`config.mk`:
```
export PLATFORM = sky130hd
export DESIGN_NAME = seg7_hex_sched
export DESIGN_NICKNAME = d
export VERILOG_FILES = /design/src/rtl/seg7_hex_sched.sv
export SDC_FILE = /design/constraint.sdc
export NUM_CORES = 1
export LEC_CHECK = 0
export BUFFER_PORTS_ARGS = -buffer_cell sky130_fd_sc_hd__buf_4
export CAP_MARGIN = 40
export CELL_PAD_IN_SITES_DETAIL_PLACEMENT = 1
export CELL_PAD_IN_SITES_GLOBAL_PLACEMENT = 2
export CORE_MARGIN = 2
export CORE_UTILIZATION = 30
export DETAILED_ROUTE_END_ITERATION = 16
export GPL_TIMING_DRIVEN = 0
export PLACE_DENSITY = 0.79
export REMOVE_ABC_BUFFERS = 1
export SYNTH_ARGS = -nofsm -noshare
export SYNTH_HDL_FRONTEND = slang
export SYNTH_SLANG_ARGS = --single-unit
```
`constraint.sdc`:
```
create_clock -name clk -period 1.74 [get_ports clk]
set_clock_uncertainty 0.2 [all_clocks]
set_input_delay 0.087 -clock clk [delete_from_list [all_inputs] [get_ports clk]]
set_output_delay 0.087 -clock clk [all_outputs]
set_load 0.01 [all_outputs]
```
`src/rtl/seg7_hex_sched.sv`:
```
// Hex-to-7-segment write scheduler: turns one 32-bit hex request into two
// display-register word writes and shares the write port with a CPU that has priority.
module seg7_hex_sched #(
  parameter int unsigned MAX_STALL = 8,
  parameter bit          INVERT    = 1'b0
) (
  input  logic        clk,
  input  logic        rst_n,
  input  logic        cpu_we,
  input  logic        cpu_A,
  input  logic [3:0]  cpu_be,
  input  logic [31:0] cpu_D,
  output logic        cpu_stall,
  input  logic        hex_valid,
  input  logic [31:0] hex_value,
  input  logic [7:0]  hex_dp,
  output logic        hex_ready,
  output logic        hex_done,
  output logic        seg_we,
  output logic        seg_A,
  output logic [3:0]  seg_be,
  output logic [31:0] seg_D
);

  typedef enum logic [1:0] {IDLE, WR0, WR1} state_t;

  localparam logic [7:0] MAX_STALL_C = MAX_STALL[7:0];

  state_t      state_q, state_d;
  logic [7:0]  stall_cnt_q, stall_cnt_d;
  logic [31:0] val_q, val_d;
  logic [7:0]  dp_q, dp_d;
  logic        done_q, done_d;
  logic [31:0] word0, word1;
  logic        fsm_win;

  function automatic logic [6:0] hex_seg(input logic [3:0] nib);
    case (nib)
      4'h0: return 7'h3F;
      4'h1: return 7'h06;
      4'h2: return 7'h5B;
      4'h3: return 7'h4F;
      4'h4: return 7'h66;
      4'h5: return 7'h6D;
      4'h6: return 7'h7D;
      4'h7: return 7'h07;
      4'h8: return 7'h7F;
      4'h9: return 7'h6F;
      4'hA: return 7'h77;
      4'hB: return 7'h7C;
      4'hC: return 7'h39;
      4'hD: return 7'h5E;
      4'hE: return 7'h79;
      default: return 7'h71;
    endcase
  endfunction

  function automatic logic [7:0] seg_byte(input logic [3:0] nib, input logic dp);
    logic [7:0] b;
    b = {dp, hex_seg(nib)};
    return INVERT ? ~b : b;
  endfunction

  // Digit 0 is the most significant nibble and lands in byte 0 of word 0.
  always_comb begin
    word0 = '0;
    word1 = '0;
    for (int i = 0; i < 4; i++) begin
      word0[8*i +: 8] = seg_byte(val_q[31-4*i -: 4], dp_q[i]);
      word1[8*i +: 8] = seg_byte(val_q[15-4*i -: 4], dp_q[i+4]);
    end
  end

  always_comb begin
    state_d     = state_q;
    stall_cnt_d = stall_cnt_q;
    val_d       = val_q;
    dp_d        = dp_q;
    done_d      = 1'b0;
    fsm_win     = 1'b0;
    hex_ready   = 1'b0;
    cpu_stall   = 1'b0;
    seg_we      = cpu_we;
    seg_A       = cpu_A;
    seg_be      = cpu_be;
    seg_D       = cpu_D;
    case (state_q)
      IDLE: begin
        hex_ready   = 1'b1;
        stall_cnt_d = '0;
        if (hex_valid) begin
          val_d   = hex_value;
          dp_d    = hex_dp;
          state_d = WR0;
        end
      end
      WR0, WR1: begin
        // The CPU keeps the port until it has preempted us MAX_STALL times in a row.
        fsm_win = !cpu_we || (stall_cnt_q >= MAX_STALL_C);
        if (fsm_win) begin
          seg_we      = 1'b1;
          seg_A       = (state_q == WR1);
          seg_be      = 4'hF;
          seg_D       = (state_q == WR1) ? word1 : word0;
          cpu_stall   = cpu_we;
          stall_cnt_d = '0;
          done_d      = (state_q == WR1);
          state_d     = (state_q == WR1) ? IDLE : WR1;
        end else if (stall_cnt_q != 8'hFF) begin
          stall_cnt_d = stall_cnt_q + 8'd1;
        end
      end
      default: state_d = IDLE;
    endcase
    if (!rst_n) begin
      seg_we    = 1'b0;
      cpu_stall = 1'b0;
      hex_ready = 1'b0;
    end
  end

  assign hex_done = done_q & rst_n;

  always_ff @(posedge clk or negedge rst_n) begin
    if (!rst_n) begin
      state_q     <= IDLE;
      stall_cnt_q <= '0;
      val_q       <= '0;
      dp_q        <= '0;
      done_q      <= 1'b0;
    end else begin
      state_q     <= state_d;
      stall_cnt_q <= stall_cnt_d;
      val_q       <= val_d;
      dp_q        <= dp_d;
      done_q      <= done_d;
    end
  end

endmodule

```
## Word level (Yosys, flattened, before mapping)

Memory sizes are Yosys's and may differ from the RTL's.
Index checks and enable logic that the tools add are counted.

| word-level totals | value |
|---|---|
| word-level logic and storage cells | 54 |
| register bits after elaboration | 51 |
| RAM bits | 0 |
| bits in latches | 0 |
| ROM bits | 896 |
| memories | 8 |

| operators by class | value |
|---|---|
| $lt $le $gt $ge | 1 |
| equal/unequal tests | 6 |
| bitwise operators | 1 |
| reduce and logical (&&, ||, !) cells | 8 |
| shifts and indexed selects | 0 |
| add/subtract/negate cells | 1 |
| div/mod/pow operators | 0 |
| $mul | 0 |
| muxes and demuxes | 24 |

Memories:

| name | words | width | read ports | clocked after Yosys merged registers in | wr ports | line | RTL |
|---|---|---|---|---|---|---|---|
| (no name shown) | 16 | 7 | 1 | 0 | 0 | 38 | `case (nib)` |
| (no name shown) | 16 | 7 | 1 | 0 | 0 | 38 |  |
| (no name shown) | 16 | 7 | 1 | 0 | 0 | 38 |  |
| (no name shown) | 16 | 7 | 1 | 0 | 0 | 38 |  |
| (no name shown) | 16 | 7 | 1 | 0 | 0 | 38 |  |
| (no name shown) | 16 | 7 | 1 | 0 | 0 | 38 |  |
| 2 more memories | - | - | - | - | - | - |  |

Operators by type and width:

| operator | number |
|---|---|
| 2-to-1 mux 32 bit | 3 |
| 2-to-1 mux 8 bit | 2 |
| one-hot mux 8 bit (2 select lines) | 1 |
| 2-to-1 mux 1 bit | 12 |
| adder 8 x 1 -> 8 bit (second input constant) | 1 |
| >= comparator 8 x 4 -> 1 bit (second input constant) | 1 |
| 2-to-1 mux 4 bit | 2 |
| != test 8 bit (second input constant) | 1 |
| 2-to-1 mux 2 bit | 3 |
| AND reduction 2 bit | 3 |
| != test 2 bit (second input constant) | 2 |
| one-hot mux 2 bit (2 select lines) | 1 |
| != test 3 bit (second input constant) | 1 |
| equality test 2 x 1 -> 1 bit (second input constant) | 1 |
| equality test 2 bit (second input constant) | 1 |
| zero test 2 bit | 1 |
| nonzero test 2 bit | 1 |
| OR reduction 2 bit | 1 |
| AND 1 bit | 1 |
| zero test 1 bit | 1 |
| logical OR 1 bit | 1 |

## Longest topological paths before layout

Gate-level depths: netlist of run 1.

| logic depth | value |
|---|---|
| depth after elaboration | 5 |
| gate-level depth with buffers | 8 |
| mapped depth without buffers | 6 |

## Worst setup path after synthesis of run 1

OpenSTA, ideal clock, no wires.

| path | value |
|---|---|
| kind | flip-flop to output port |
| from | reg val_q[25] |
| to | out seg_D[11] |
| data required time | 1453 ps |
| cell stages (with the launch flop) | 7 |
| arrival time | 1693 ps |
| path slack | -240 ps |
| path through | dfrtp_1 > inv_1 > ha_1 > inv_1 > mux4_2 > mux2_2 > o21ai_1 |

| on the way | value |
|---|---|
| cells in the longest elaborated chain, start to end | 4 |

Ends and longest elaborated chain:

| element | line | RTL |
|---|---|---|
| start: declaration | 31 | `logic [31:0] val_q, val_d;` |
| start signal: assignment | 134 | `val_q <= val_d;` |
| memory read (16 x 7 bit) | - |  |
| 2-to-1 mux 32 bit | 104 | `seg_D = (state_q == WR1) ? word1 : word0;` |
| 2-to-1 mux 32 bit | 100 | `if (fsm_win) begin` |
| 2-to-1 mux 32 bit | 87 | `case (state_q)` |
| end: declaration | 22 | `output logic [31:0] seg_D` |

No other way between the ends.

## Final worst setup path of run 1

| path | value |
|---|---|
| from | reg val_q[16] |
| to | out seg_D[27] |

The elaborated chain is that of the path after synthesis.

==> results of run 1 <==
[cells in the final DEF, fill, tap and decap left out, types with 4 or more instances in the layout]
cell type / netlist / layout
inv_1: 31 / 7
nor2b_4: 0 / 5
nand2b_1: 6 / 5
nor2_1: 17 / 13
ha_4: 0 / 26
and2_1: 7 / 7
o21ai_2: 1 / 25
o21ai_0: 7 / 4
buf_4: 1 / 153
mux2_1: 40 / 32
mux2i_1: 13 / 12
nor3_1: 14 / 13
dfrtp_2: 0 / 18
buf_6: 2 / 31
buf_12: 1 / 5
a22oi_2: 0 / 4
inv_2: 1 / 18
buf_16: 0 / 8
o21ai_1: 30 / 6
nor2b_1: 17 / 10
mux2_4: 1 / 13
inv_4: 1 / 8
mux4_2: 8 / 8
nand2_2: 0 / 10
a21oi_2: 0 / 7
mux2_2: 25 / 21
xnor2_1: 4 / 4
nand3b_1: 8 / 8
dfrtp_1: 51 / 33
a221oi_2: 0 / 4
dlygate4sd3_1: 0 / 40
nand2_4: 0 / 18
nand2_1: 53 / 24
a21oi_1: 19 / 11
clkbuf_16: 0 / 7
ha_2: 0 / 11
a211oi_2: 0 / 8
ha_1: 63 / 26
a31oi_1: 9 / 8
[what timing repair did]
item                                    in CTS  in global routing
hold endpoints to repair                    91                 51
pin swaps                                   46                 45
gates cloned                                 9                  2
gates resized for setup                    186                125
endpoints found under the setup margin      82                 71
buffers inserted                            50                 20
[how the worst min path moves through the flow]
stage	to	cells past startpoint
global placement	val_q[5]	1
CTS	val_q[28]	1
global route	stall_cnt_q[4]	1
floorplan	done_q	0
detailed placement	val_q[7]	1
finish	val_q[7]	1
[cell type report]
class,instances,share of cell area [%]
well taps,216,3.19
inverters,33,1.70
multi-input cells,394,50.6
flip-flops and latches,51,15.3
clock buffers,5,1.47
repair buffers,240,26.9
clock inverters,3,0.796
[where the power goes]
part	total (mW)	internal (mW)	leakage (nW)	switching (mW)
combinational	12.4	6.77	3.02	5.63
clock	1.32	0.826	0.0900	0.498
sequential	2.90	1.74	0.599	1.16
total	16.6	9.33	3.70	7.29
[state kept, by name (all words and copies together) (netlist names)]
name / count
state_q: 2
dp_q: 8
done_q: 1
val_q: 32
stall_cnt_q: 8
[stage by stage]
stage	util [%]	setup slack, ns	power, mW	setup TNS, ns	cells
floorplan	-	-0.815	7.37	-49.33	476
global route	53.8	-0.668	17.7	-21.50	942
detailed placement	37.2	-0.784	9.85	-29.96	816
global placement	36.8	-1.82	9.48	-102.52	813
CTS	49.7	-0.632	14.9	-16.91	923
finish	53.8	-0.610	16.6	-18.50	942
[worst max-delay path, cell delays in order, from the launching register on]
cell and delay (ns):
dfrtp_1 0.40, inv_2 0.09, ha_4 0.27, inv_1 0.03, mux4_2 0.46, mux2_4 0.27, o21ai_2 0.10, buf_4 0.12
[cell usage after synthesis, types with 2 or more instances]
master	number	area share, %
buf_6	2	0.47
o211ai_1	2	0.31
buf_2	18	1.9
o32ai_1	2	0.36
inv_1	31	2.4
a32oi_1	3	0.55
dfrtp_1	51	27
mux2i_1	13	2.7
o31ai_1	4	0.62
o21ai_1	30	3.1
and2_1	7	0.91
a21o_1	2	0.31
clkbuf_1	12	0.94
mux2_2	25	5.9
mux2_1	40	9.4
xnor2_1	4	0.73
ha_1	63	16
mux4_2	8	3.7
buf_1	2	0.16
and3b_1	2	0.36
nor2b_1	17	2.2
a221oi_1	7	1.3
a211oi_1	10	1.6
a22oi_1	4	0.62
o21ai_0	7	0.73
nand2_1	53	4.1
nor3_1	14	1.5
nand3_1	2	0.21
a21oi_1	19	2.0
nand2b_1	6	0.78
a31oi_1	9	1.2
nand3b_1	8	1.2
nor2_1	17	1.3
[cells by family (layout without fill, tap and decap cells)]
logic type | Yosys count | in the layout | synth area share [%]
simple gates | 132 | 132 | 13.8
compound gates | 106 | 108 | 14.0
mux | 87 | 87 | 22.0
buf+inv | 69 | 281 | 6.63
fa+ha+maj | 63 | 63 | 16.4
flops | 51 | 51 | 26.5
xor+xnor | 4 | 4 | 0.728
[layer usage]
layer	share of wire (%)	GRT usage (%)
met5	0	0
met4	1.2	3.69
met3	2.7	2.04
met2	54	36.2
met1	42	24.1
==> impl_metrics.json, run 1 <==
{
  "status": "finished, violations left",
  "violations": "negative hold slack, negative setup slack",
  "antenna_left": 0,
  "final_max_slew_viol_count": 0,
  "crit_fanout": 4,
  "area_growth_syn_to_layout_pct": 76.3,
  "n_fill_cell": 1698,
  "final.min_clock_period_ns": 2.35,
  "synth_edf_count": 0,
  "drive_gt1_share_pct": 61.4,
  "clk_path_buf_depth": 2,
  "cp-startpoint": "val_q[16]",
  "hold_path_class": "primary input to asynchronous set/reset pin",
  "reg2reg_from": "state_q[0]",
  "clk_pin_slew_ns": 0.08,
  "drt_pass1_iterations": 4,
  "avgSynthCellArea_um2": 9.40,
  "cts_max_level": 2,
  "die_area_um2": 17100,
  "cts_sinks": 51,
  "grt-ovfl-total": 0,
  "required_ns": 1.45,
  "place_area_um2": 5870,
  "vias_per_cell": 4.98,
  "routedWlPerCell_um": 18.6,
  "post-route-drc-count": 0,
  "ir_drop_uv": 1160,
  "grt_pass1_vias": 4889,
  "core_um2": 15800,
  "place_congestion": 0.838,
  "tightestPinTransition_ns": 0.747,
  "diodes": 0,
  "postCtsHoldBufs": 40,
  "endpoint": "seg_D[27]",
  "synth_cell_types": 51,
  "die_w_um": 131,
  "cts_buffers": 5,
  "rows": 46,
  "crit_arrival_ns": 2.06,
  "post-route-period-util_pct": 135,
  "maxCapViolCount": 0,
  "fmax_mhz": 426,
  "ys_seq_area_share_pct": 26.5,
  "io_buffers": 121,
  "clk_latency_ns": 0.30,
  "grt_max_degree": 56,
  "design_area_um2": 8480,
  "setup_viol": 41,
  "whs_ns": -0.345,
  "yosysWarnings": 0,
  "startpoint_type": "flip-flop",
  "hold_violations": 51,
  "die-height_um": 131,
  "hpwl_um": 9590,
  "multi_input_area_um2": 4300,
  "start_util_pct": 30.5,
  "finalWorstSetupSlack_ns": -0.610,
  "first_iter_violations": 148,
  "netlist_area_um2": 4810,
  "regArea_um2": 1300,
  "powerDensity_nw_per_um2": 1960,
  "root_buffer": "clkbuf_16",
  "antenna_found_initial": 0,
  "criticalPathCategory": "flip-flop to output port",
  "syn_inst": 512,
  "synth_top_flop_cell": "dfrtp_1",
  "r2r_cells": 8,
  "end_kind": "output port",
  "reg2reg_to": "state_q[0]",
  "track_usage_pct": 19.3,
  "nets": 869,
  "p_leak_nw": 3.70,
  "ys_ff_latch": 51,
  "wl_um": 17500,
  "rrSetupSlack_ns": -0.28,
  "via_count": 4693,
  "async_flop_share_pct": 100,
  "rsz0062_at_grt": "true",
  "grt_pass1_wl_um": 25800,
  "slew_headroom_pct": 50.2,
  "cts_tree": "built",
  "io_pins": 122
}
Note: power is estimated with default switching activity, not from simulation.
==> inputs of run 2 (changes only) <==
==> constraint.sdc (replaced) <==
create_clock -name clk -period 2.1 [get_ports clk]
set_clock_uncertainty 0.2 [all_clocks]
set_input_delay 0.105 -clock clk [delete_from_list [all_inputs] [get_ports clk]]
set_output_delay 0.105 -clock clk [all_outputs]
set_load 0.01 [all_outputs]
==> run 2 against run 1 <==
The run ends with negative setup slack left. Critical path depth stayed put. Die area stayed put. Sequential share of layout area is 0.37 points higher. Total power is 20% lower. Via count is 1.6% lower. Register-to-register slack better by 0.40 ns. Worst hold slack better by 0.42 ns. Combinational power is 21% lower. Largest power group unchanged.
==> impl_metrics.json, run 2 (synthesis gave the netlist of run 1 again) <==
{
  "grt_max_degree": 56,
  "place_congestion": 0.838,
  "hpwl_um": 9590,
  "drt_pass1_iterations": 4,
  "n_fill_cell": 1723,
  "tightestPinTransition_ns": 0.732,
  "drive_gt1_share_pct": 58.4,
  "vias_per_cell": 4.94,
  "violations": "negative setup slack",
  "required_ns": 1.79,
  "wl_um": 17000,
  "routedWlPerCell_um": 18.2,
  "startpoint_type": "flip-flop",
  "hold-path-cell-count": 4,
  "first_iter_violations": 165,
  "regMostFlops": "val_q",
  "multi_input_area_um2": 4190,
  "core_um2": 15800,
  "grt_pass1_wl_um": 25800,
  "largest_reg_flops": 32,
  "status": "finished, violations left",
  "final_common_cell": "buf_4",
  "via_count": 4617,
  "cp-startpoint": "val_q[16]",
  "place_area_um2": 5870,
  "crit_fanout": 4,
  "root_buffer": "clkbuf_16",
  "cts_sinks": 51,
  "io_pins": 122,
  "io_buffers": 121,
  "hold_violations": 0,
  "whs_ns": 0.0772,
  "reg2reg_from": "state_q[1]",
  "clk_latency_ns": 0.30,
  "cts_tree": "built",
  "final_max_slew_viol_count": 0,
  "hold_path_class": "primary input to flip-flop",
  "antenna_left": 0,
  "start_util_pct": 30.5,
  "post-route-period-util_pct": 113,
  "slew_headroom_pct": 51.2,
  "maxCapViolCount": 0,
  "rsz0062_at_grt": "true",
  "finalWorstSetupSlack_ns": -0.264,
  "tns_ns": -4.69,
  "post-route-drc-count": 0,
  "regArea_um2": 1290,
  "powerDensity_nw_per_um2": 1610,
  "nets": 862,
  "grt-ovfl-total": 0,
  "design_area_um2": 8260,
  "end_kind": "output port",
  "die_area_um2": 17100,
  "ir_drop_uv": 746,
  "r2r_cells": 5,
  "place_ws_ns": -0.442,
  "top_regs": "val_q: 32 flops, dp_q: 8 flops, stall_cnt_q: 8 flops",
  "diodes": 0,
  "grt_pass1_vias": 4896,
  "cts_buffers": 5,
  "worstHoldStart": "hex_valid",
  "most-common-layout-cells": "buf_4, dlygate4sd3_1, dfrtp_1, mux2_1, ha_1",
  "criticalPathCategory": "flip-flop to output port",
  "rows": 46,
  "die_w_um": 131,
  "fmax_mhz": 423,
  "track_usage_pct": 19.3,
  "die-height_um": 131,
  "area_growth_syn_to_layout_pct": 71.7,
  "cts_max_level": 2,
  "setup_viol": 33,
  "antenna_found_initial": 0,
  "final.min_clock_period_ns": 2.36,
  "clk_pin_slew_ns": 0.08,
  "p_leak_nw": 3.61,
  "crit_arrival_ns": 2.06,
  "clk_path_buf_depth": 2
}
run 2: repair_timing:
item	4_1_cts	5_1_grt
gates cloned	9	1
buffers inserted	50	12
pin swaps	40	39
hold buffers	41	0
setup endpoints to repair	38	37
gates resized for setup	174	104
endpoints found under the hold margin	91	0
run 2: metal layers:
metal | up-vias | global-route usage, % | share of wire (%)
met4 | 0 | 3.63 | 0.95
met1 | 2320 | 24.1 | 42
met5 | - | 0 | 0
met3 | 9 | 2.00 | 2.5
li1 | 2217 | - | -
met2 | 71 | 36.1 | 55
run 2: final timing paths:
| check | end | slack, ns |
|---|---|---|
| max in group asynchronous | val_q[9] | 0.96 |
| worst min register to register | dp_q[2] | 0.31 |
| worst max-delay path | seg_D[27] | -0.26 |
| worst max register to register | val_q[27] | 0.12 |
| min in group asynchronous | val_q[7] | 0.21 |
| worst min-delay path | state_q[1] | 0.08 |
run 2: area by class of cell:
| type | count | share of cell area [%] |
|---|---|---|
| clock inverter | 3 | 0.818 |
| multi-input combinational | 394 | 50.7 |
| timing repair buffer | 233 | 26.3 |
| clock buffer | 5 | 1.51 |
| sequential | 51 | 15.7 |
| tap | 216 | 3.27 |
| inverter | 33 | 1.74 |
run 2: worst max-delay path, stage by stage, from the launching register on:
cell and delay [ns]:
dfrtp_1 0.40, inv_2 0.09, ha_4 0.26, inv_1 0.03
mux4_2 0.46, mux2_4 0.27, o21ai_2 0.10, buf_4 0.13
run 2: power breakdown:
group | total (mW) | internal (mW) | switching, mW
combinational | 9.79 | 5.30 | 4.49
sequential | 2.40 | 1.44 | 0.958
clock | 1.09 | 0.684 | 0.406
run 2: through the flow:
step | total power [mW] | utilization [%] | cells
2_1_floorplan | 6.10 | - | 476
3_3_place_gp | 7.85 | 36.8 | 813
3_5_place_dp | 8.17 | 37.2 | 816
4_1_cts | 12.2 | 49.4 | 924
5_1_grt | 14.2 | 52.4 | 935
6_report | 13.3 | 52.4 | 935
